File: config.mk
export PLATFORM = sky130hd
export DESIGN_NAME = gate_response_checker_8b_flat
export DESIGN_NICKNAME = d
export VERILOG_FILES = /design/src/rtl/gate_resp_if.sv /design/src/rtl/gate_response_checker_8b.sv /design/src/flat_wrapper.sv
export SDC_FILE = /design/constraint.sdc
export NUM_CORES = 1
export LEC_CHECK = 0
export BUFFER_PORTS_ARGS = -buffer_cell sky130_fd_sc_hd__buf_2
export CAP_MARGIN = 20
export CORE_ASPECT_RATIO = 1.5
export CORE_MARGIN = 5
export CORE_UTILIZATION = 55
export CTS_BUF_LIST = sky130_fd_sc_hd__clkbuf_8
export DETAILED_ROUTE_END_ITERATION = 8
export PLACE_DENSITY = 0.8
export SLEW_MARGIN = 20
export SYNTH_ARGS = -nofsm -noshare
export SYNTH_HDL_FRONTEND = slang
export SYNTH_SLANG_ARGS = --single-unit
File: constraint.sdc
create_clock -name clk -period 2.6 [get_ports clk]
set_input_delay 0.13 -clock clk [delete_from_list [all_inputs] [get_ports clk]]
set_output_delay 0.13 -clock clk [all_outputs]
set_load 0.005 [all_outputs]
File: src/rtl/gate_resp_if.sv
// Response channel for the gate checker: one (a, b, z) triple per transfer.
// Handshake: a triple transfers on a rising clk edge where valid && ready are
// both high. The master holds a/b/z stable while valid is high and ready is
// low. ready never depends combinationally on valid, and valid without ready
// transfers nothing.
interface gate_resp_if #(
  parameter int WIDTH = 8
);
  logic             valid;
  logic             ready;
  logic [WIDTH-1:0] a;
  logic [WIDTH-1:0] b;
  logic [WIDTH-1:0] z;

  modport master (output valid, output a, output b, output z, input ready);
  modport slave  (input valid, input a, input b, input z, output ready);
endinterface

File: src/rtl/gate_response_checker_8b.sv
// Receiving end of the gate stimulus flow: checks each z against op(a, b),
// counts mismatches, records the first failing vector index and compacts
// every z into a MISR signature. A run accepts exactly NUM_VECTORS triples.
module gate_response_checker_8b #(
  parameter int               WIDTH       = 8,
  parameter int               NUM_VECTORS = 4,
  parameter logic [WIDTH-1:0] SIG_SEED    = '0
) (
  input  logic             clk,
  input  logic             rst,
  input  logic             start,
  input  logic [1:0]       op,
  gate_resp_if.slave       resp,
  output logic             busy,
  output logic             done,
  output logic             pass,
  output logic [7:0]       mismatch_count,
  output logic [7:0]       first_fail_idx,
  output logic             first_fail_valid,
  output logic [7:0]       vec_count,
  output logic [WIDTH-1:0] signature,
  output logic [1:0]       fsm_state
);

  typedef enum logic [1:0] {
    ST_IDLE = 2'd0,
    ST_RUN  = 2'd1,
    ST_DONE = 2'd2
  } state_t;

  localparam logic [7:0] NUM_V8 = 8'(NUM_VECTORS);

  state_t           state_q, state_d;
  logic [1:0]       op_q, op_d;
  logic [7:0]       cnt_q, cnt_d;
  logic [7:0]       mm_q, mm_d;
  logic [7:0]       ffi_q, ffi_d;
  logic             ffv_q, ffv_d;
  logic [WIDTH-1:0] sig_q, sig_d;
  logic             pass_q, pass_d;

  logic             accept;
  logic             mism;
  logic             fb;
  logic [WIDTH-1:0] exp_z;

  // Next-state and datapath updates; everything defaults to holding its value.
  always_comb begin
    state_d = state_q;
    op_d    = op_q;
    cnt_d   = cnt_q;
    mm_d    = mm_q;
    ffi_d   = ffi_q;
    ffv_d   = ffv_q;
    sig_d   = sig_q;
    pass_d  = pass_q;
    accept  = 1'b0;
    mism    = 1'b0;
    fb      = sig_q[WIDTH-1] ^ sig_q[WIDTH-3] ^ sig_q[WIDTH-4] ^ sig_q[WIDTH-5];
    case (op_q)
      2'b00:   exp_z = resp.a & resp.b;
      2'b01:   exp_z = resp.a | resp.b;
      2'b10:   exp_z = resp.a ^ resp.b;
      default: exp_z = ~(resp.a ^ resp.b);
    endcase

    case (state_q)
      ST_IDLE, ST_DONE: begin
        if (start) begin
          state_d = ST_RUN;
          op_d    = op;
          cnt_d   = 8'd0;
          mm_d    = 8'd0;
          ffi_d   = 8'd0;
          ffv_d   = 1'b0;
          sig_d   = SIG_SEED;
          pass_d  = 1'b0;
        end
      end
      ST_RUN: begin
        // ready equals (state == RUN), so valid alone qualifies the accept here
        accept = resp.valid;
        if (accept) begin
          mism = (resp.z != exp_z);
          if (mism) begin
            if (mm_q != 8'hFF) mm_d = mm_q + 8'd1;
            if (!ffv_q) begin
              ffv_d = 1'b1;
              ffi_d = cnt_q;
            end
          end
          cnt_d = cnt_q + 8'd1;
          sig_d = {sig_q[WIDTH-2:0], fb} ^ resp.z;
          if (cnt_d == NUM_V8) begin
            state_d = ST_DONE;
            pass_d  = (mm_d == 8'd0);
          end
        end
      end
      default: state_d = ST_IDLE;
    endcase
  end

  // State and datapath registers with synchronous reset.
  always_ff @(posedge clk) begin
    if (rst) begin
      state_q <= ST_IDLE;
      op_q    <= 2'b00;
      cnt_q   <= 8'd0;
      mm_q    <= 8'd0;
      ffi_q   <= 8'd0;
      ffv_q   <= 1'b0;
      sig_q   <= SIG_SEED;
      pass_q  <= 1'b0;
    end else begin
      state_q <= state_d;
      op_q    <= op_d;
      cnt_q   <= cnt_d;
      mm_q    <= mm_d;
      ffi_q   <= ffi_d;
      ffv_q   <= ffv_d;
      sig_q   <= sig_d;
      pass_q  <= pass_d;
    end
  end

  assign resp.ready       = (state_q == ST_RUN);
  assign busy             = (state_q == ST_RUN);
  assign done             = (state_q == ST_DONE);
  assign pass             = pass_q;
  assign mismatch_count   = mm_q;
  assign first_fail_idx   = ffi_q;
  assign first_fail_valid = ffv_q;
  assign vec_count        = cnt_q;
  assign signature        = sig_q;
  assign fsm_state        = state_q;

endmodule
File: src/flat_wrapper.sv
// flat-port wrapper written by rule: the top's interface ports become plain ports
module gate_response_checker_8b_flat 
#(
  parameter int               WIDTH       = 8,
  parameter int               NUM_VECTORS = 4,
  parameter logic [WIDTH-1:0] SIG_SEED    = '0
)
  (clk, rst, start, op, busy, done, pass, mismatch_count, first_fail_idx, first_fail_valid, vec_count, signature, fsm_state, resp_valid, resp_a, resp_b, resp_z, resp_ready);
  gate_resp_if #(.WIDTH(WIDTH)) resp_i ();
  input  logic clk;
  input  logic rst;
  input  logic start;
  input  logic [1:0] op;
  output logic busy;
  output logic done;
  output logic pass;
  output logic [7:0] mismatch_count;
  output logic [7:0] first_fail_idx;
  output logic first_fail_valid;
  output logic [7:0] vec_count;
  output logic [WIDTH-1:0] signature;
  output logic [1:0] fsm_state;
  input wire logic [$bits(resp_i.valid)-1:0] resp_valid;
  input wire logic [$bits(resp_i.a)-1:0] resp_a;
  input wire logic [$bits(resp_i.b)-1:0] resp_b;
  input wire logic [$bits(resp_i.z)-1:0] resp_z;
  output wire logic [$bits(resp_i.ready)-1:0] resp_ready;
  assign resp_i.valid = resp_valid;
  assign resp_i.a = resp_a;
  assign resp_i.b = resp_b;
  assign resp_i.z = resp_z;
  assign resp_ready = resp_i.ready;
  gate_response_checker_8b #(.WIDTH(WIDTH), .NUM_VECTORS(NUM_VECTORS), .SIG_SEED(SIG_SEED)) u_core (.clk(clk), .rst(rst), .start(start), .op(op), .resp(resp_i), .busy(busy), .done(done), .pass(pass), .mismatch_count(mismatch_count), .first_fail_idx(first_fail_idx), .first_fail_valid(first_fail_valid), .vec_count(vec_count), .signature(signature), .fsm_state(fsm_state));
endmodule
==> key figures <==
Setup path
  • WP data arrival: 2.65 ns
  • Crit start category: flip-flop
  • Critical path endpoint category: flip-flop
  • Max stage delay on crit path: approximately 0.48 ns
  • Worst path required time: between 2 and 3 ns
  • Worst Path Buf+Inv: 0
  • Crit path kind: flip-flop to flip-flop
  • Biggest fanout along the worst timing path: 5
  • Worst-path cell chain: ha_1, or4b_1, nor4_2, nand2_1, or4_1, mux2_1, o21ai_1
  • CP delay by family, top: simple AND/OR/NAND/NOR gates
  • Crit-path slowest cell: or4_1

Floorplanning
  • Die footprint: about 0.0062 mm²
  • Core Area: about 0.0045 mm²
  • I/O pin cnt: 69
  • Die outline width: roughly 66 µm
  • Cell Rows: 30
  • Die height: approximately 94 µm
  • Initial Util: 0.5697

Timing
  • Final hold vios: 0
  • Setup TNS: 0 ns
  • Final Setup Violations: 0
  • Crit path time final: 2.427 ns
  • Crit share post-route: 0.9333
  • Slew Limit Fails: 0
  • RSZ-0062 raised after global routing: false
  • Least-Margin Pin Slew: roughly 0.7 ns
  • Rel. slew slack: 0.5386
  • Clock Skew: approximately 0.0072 ns
  • Fmax: just over 0.4 GHz

Synthesis
  • Seq/Total Area, Yosys: 0.2940
  • Synth unique cells: 52
  • Most frequent cell after synthesis: dfxtp_1
  • Synth area leaders: dfxtp_1 29%, ha_1 8.7%, mux2i_1 6.6%, a21oi_1 5.4%, xnor2_1 4.7%
  • Synth Area in Compound Gates: 0.1639
  • Syn_area_per_cell: approximately 8.5 µm²
  • Adder-Cell Fraction of Synth Area: 0.08704
  • Xor/xnor share of the synthesized area: 0.07447
  • Yosys reg bits: 38
  • Mapped Nets: 352
  • Post-synth EDFFs: 0
  • Ys async rst share: 0
  • Largest family of logic cells by synthesized area: simple AND/OR/NAND/NOR gates
  • Ys Warns: 0
  • Post-synthesis mux area share: 0.1107
  • Cell count after synthesis: between 300 and 400
  • Post-Synth Simple-Gate Area: 0.2089
  • Cell accounting for the most synthesized area: dfxtp_1
  • Post-synth top cells: 38 x dfxtp_1, 28 x a21oi_1, 26 x nand2_1
  • Share of the synthesized area in the top cell type: 0.2940
  • Synthesized cell area: ~0.0026 mm²
  • Top_reg_cell synth: dfxtp_1

Placed design
  • DP Wirelength: between 4000 and 5000 µm
  • Port bufs: 68
  • RD Place Congestion: roughly 0.8

Global route
  • Antenna violations before repair: 0
  • Overall Global Routing Usage: 0.2088
  • First-pass GRT wire length: 10430 µm
  • Vias in the first global route: 2390
  • GRT overflow: 0
  • Largest net degree at the start of global routing: 39

Finish
  • Ant. Diodes: 0
  • Fillers: around 400
  • Area of the multi-input gates: approximately 0.0017 mm²
  • Reg area: about 760 µm²
  • Fraction of layout cells with a size suffix above 1: 0.2861
  • Final nets: about 420
  • Synth-to-layout area growth: 21.13%

CTS
  • CTS Sinks: 38
  • Clock Root Buffer: clkbuf_8
  • Clock Latency Late Sink: 0.29 ns
  • H-tree levels: 2
  • CTS Hold Bufs: 0
  • CTS Buf Count: 5
  • CTS clk-pin slew, worst paths: around 0.070 ns
  • CTS tree: done
  • Setup bufs post-CTS: 0
  • Clock buffer depth: 2

Pwr
  • PnR Total Power: ~1.4 mW
  • Power per Cell Area: 431.7 mW/mm²
  • Leak: about 1.4 nW
  • VDD IR max: between 0.2 and 0.25 mV

Routing
  • DRT Wirelength: between 6000 and 7000 µm
  • Post-route ant nets: 0
  • Iter 0 DRT Violations: between 150 and 200
  • Vias: ~2500
  • Drt wl/cell: 14.15 µm
  • Drt drc: 0
  • Pre-antenna DRT Iters: 4
  • Avg Vias per Cell: 5.669

Flow run
  • Max cap viols: 0

Min path
  • Class of the worst hold path: input pin to flip-flop

Outcome
  • Status: complete, no violations
cells in the final DEF, fill, tap and decap left out, types with 6 or more instances in the layout:
| cell type | netlist | layout |
|---|---|---|
| buf_2 | 2 | 68 |
| dfxtp_1 | 38 | 38 |
| clkbuf_8 | 0 | 8 |
| xnor2_1 | 14 | 14 |
| a21oi_1 | 28 | 28 |
| buf_4 | 1 | 11 |
| ha_1 | 18 | 18 |
| inv_1 | 16 | 16 |
| nand3_1 | 22 | 22 |
| nor2_1 | 16 | 16 |
| xor2_1 | 8 | 8 |
| o211ai_1 | 11 | 11 |
| nand2_1 | 26 | 26 |
| and3_1 | 6 | 6 |
| mux2i_1 | 17 | 17 |
kinds of logic (layout without fill, tap and decap cells):
kind of cell / count (synthesis) / count (layout)
buf+inv: 34 / 104
compound gates: 65 / 65
flops: 38 / 38
xor+xnor: 22 / 22
simple gates: 101 / 101
fa+ha+maj: 18 / 18
mux: 26 / 26
what timing repair did:
action                                 CTS  global route
gates cloned                             0             0
pin swaps                                0             0
endpoints found under the hold margin    0             0
gates resized for setup                  1             1
setup endpoints to repair                8             1
layout make-up:
| type | instances | area share |
|---|---|---|
| clock buffers | 8 | 0.03513 |
| multi-input cells | 232 | 0.5361 |
| well taps | 64 | 0.02555 |
| flip-flops and latches | 38 | 0.2427 |
| inverters | 16 | 0.01916 |
| repair buffers | 80 | 0.1413 |
report_power, final:
| group | internal, mW | leakage [nW] | total [mW] | switching, mW |
|---|---|---|---|---|
| Clock | 0.268 | 0.0575 | 0.466 | 0.198 |
| Sequential | 0.593 | 0.307 | 0.605 | 0.0122 |
| Combinational | 0.126 | 1.01 | 0.282 | 0.155 |
| Total | 0.987 | 1.38 | 1.35 | 0.366 |
tightest hold or removal path, stage by stage:
cell	delay, ns
buf_2	0.09
nand2_1	0.05
a21oi_1	0.05
registers in the layout (all words and copies together), names as in the netlist:
signal and cells:
u_core.first_fail_idx 8, u_core.mismatch_count 8, u_core.signature 8, u_core.vec_count 8, u_core.fsm_state 2, u_core.op_q 2, u_core.first_fail_valid 1, u_core.pass 1
per-layer routing:
| layer | GRT usage | vias to the layer above | share of wire |
|---|---|---|---|
| li1 | - | 1221 | - |
| met1 | 0.2241 | 1170 | 0.37 |
| met2 | 0.3824 | 83 | 0.54 |
| met3 | 0.03832 | 9 | 0.068 |
| met4 | 0.1000 | 0 | 0.022 |
| met5 | 0 | - | 0 |
metrics by stage:
step | cell area (µm²) | cells | setup WS, ns | hold WS (ns) | util
floorplan | 2587 | 304 | 0.3422 | 0.2660 | -
detailed placement | 3013 | 430 | 0.002592 | 0.3860 | 0.6634
global route | 3134 | 438 | 0.04639 | 0.09552 | 0.6901
global placement | 3013 | 430 | 0.06267 | 0.3774 | 0.6634
CTS | 3128 | 438 | 0.09564 | 0.07809 | 0.6887
finish | 3134 | 438 | 0.1734 | 0.08126 | 0.6901
worst paths after layout:
kind	depth (start not counted)	start	to	slack (ns)
max	7	u_core.vec_count[1]$_SDFFE_PP0P_	u_core.pass$_SDFFE_PP0P_	0.17
min	3	op[0]	u_core.op_q[0]$_SDFFE_PP0P_	0.08
max reg2reg	7	u_core.vec_count[1]$_SDFFE_PP0P_	u_core.pass$_SDFFE_PP0P_	0.17
min reg2reg	2	u_core.pass$_SDFFE_PP0P_	u_core.pass$_SDFFE_PP0P_	0.45
No activity file was read; power rests on OpenSTA's default activity.
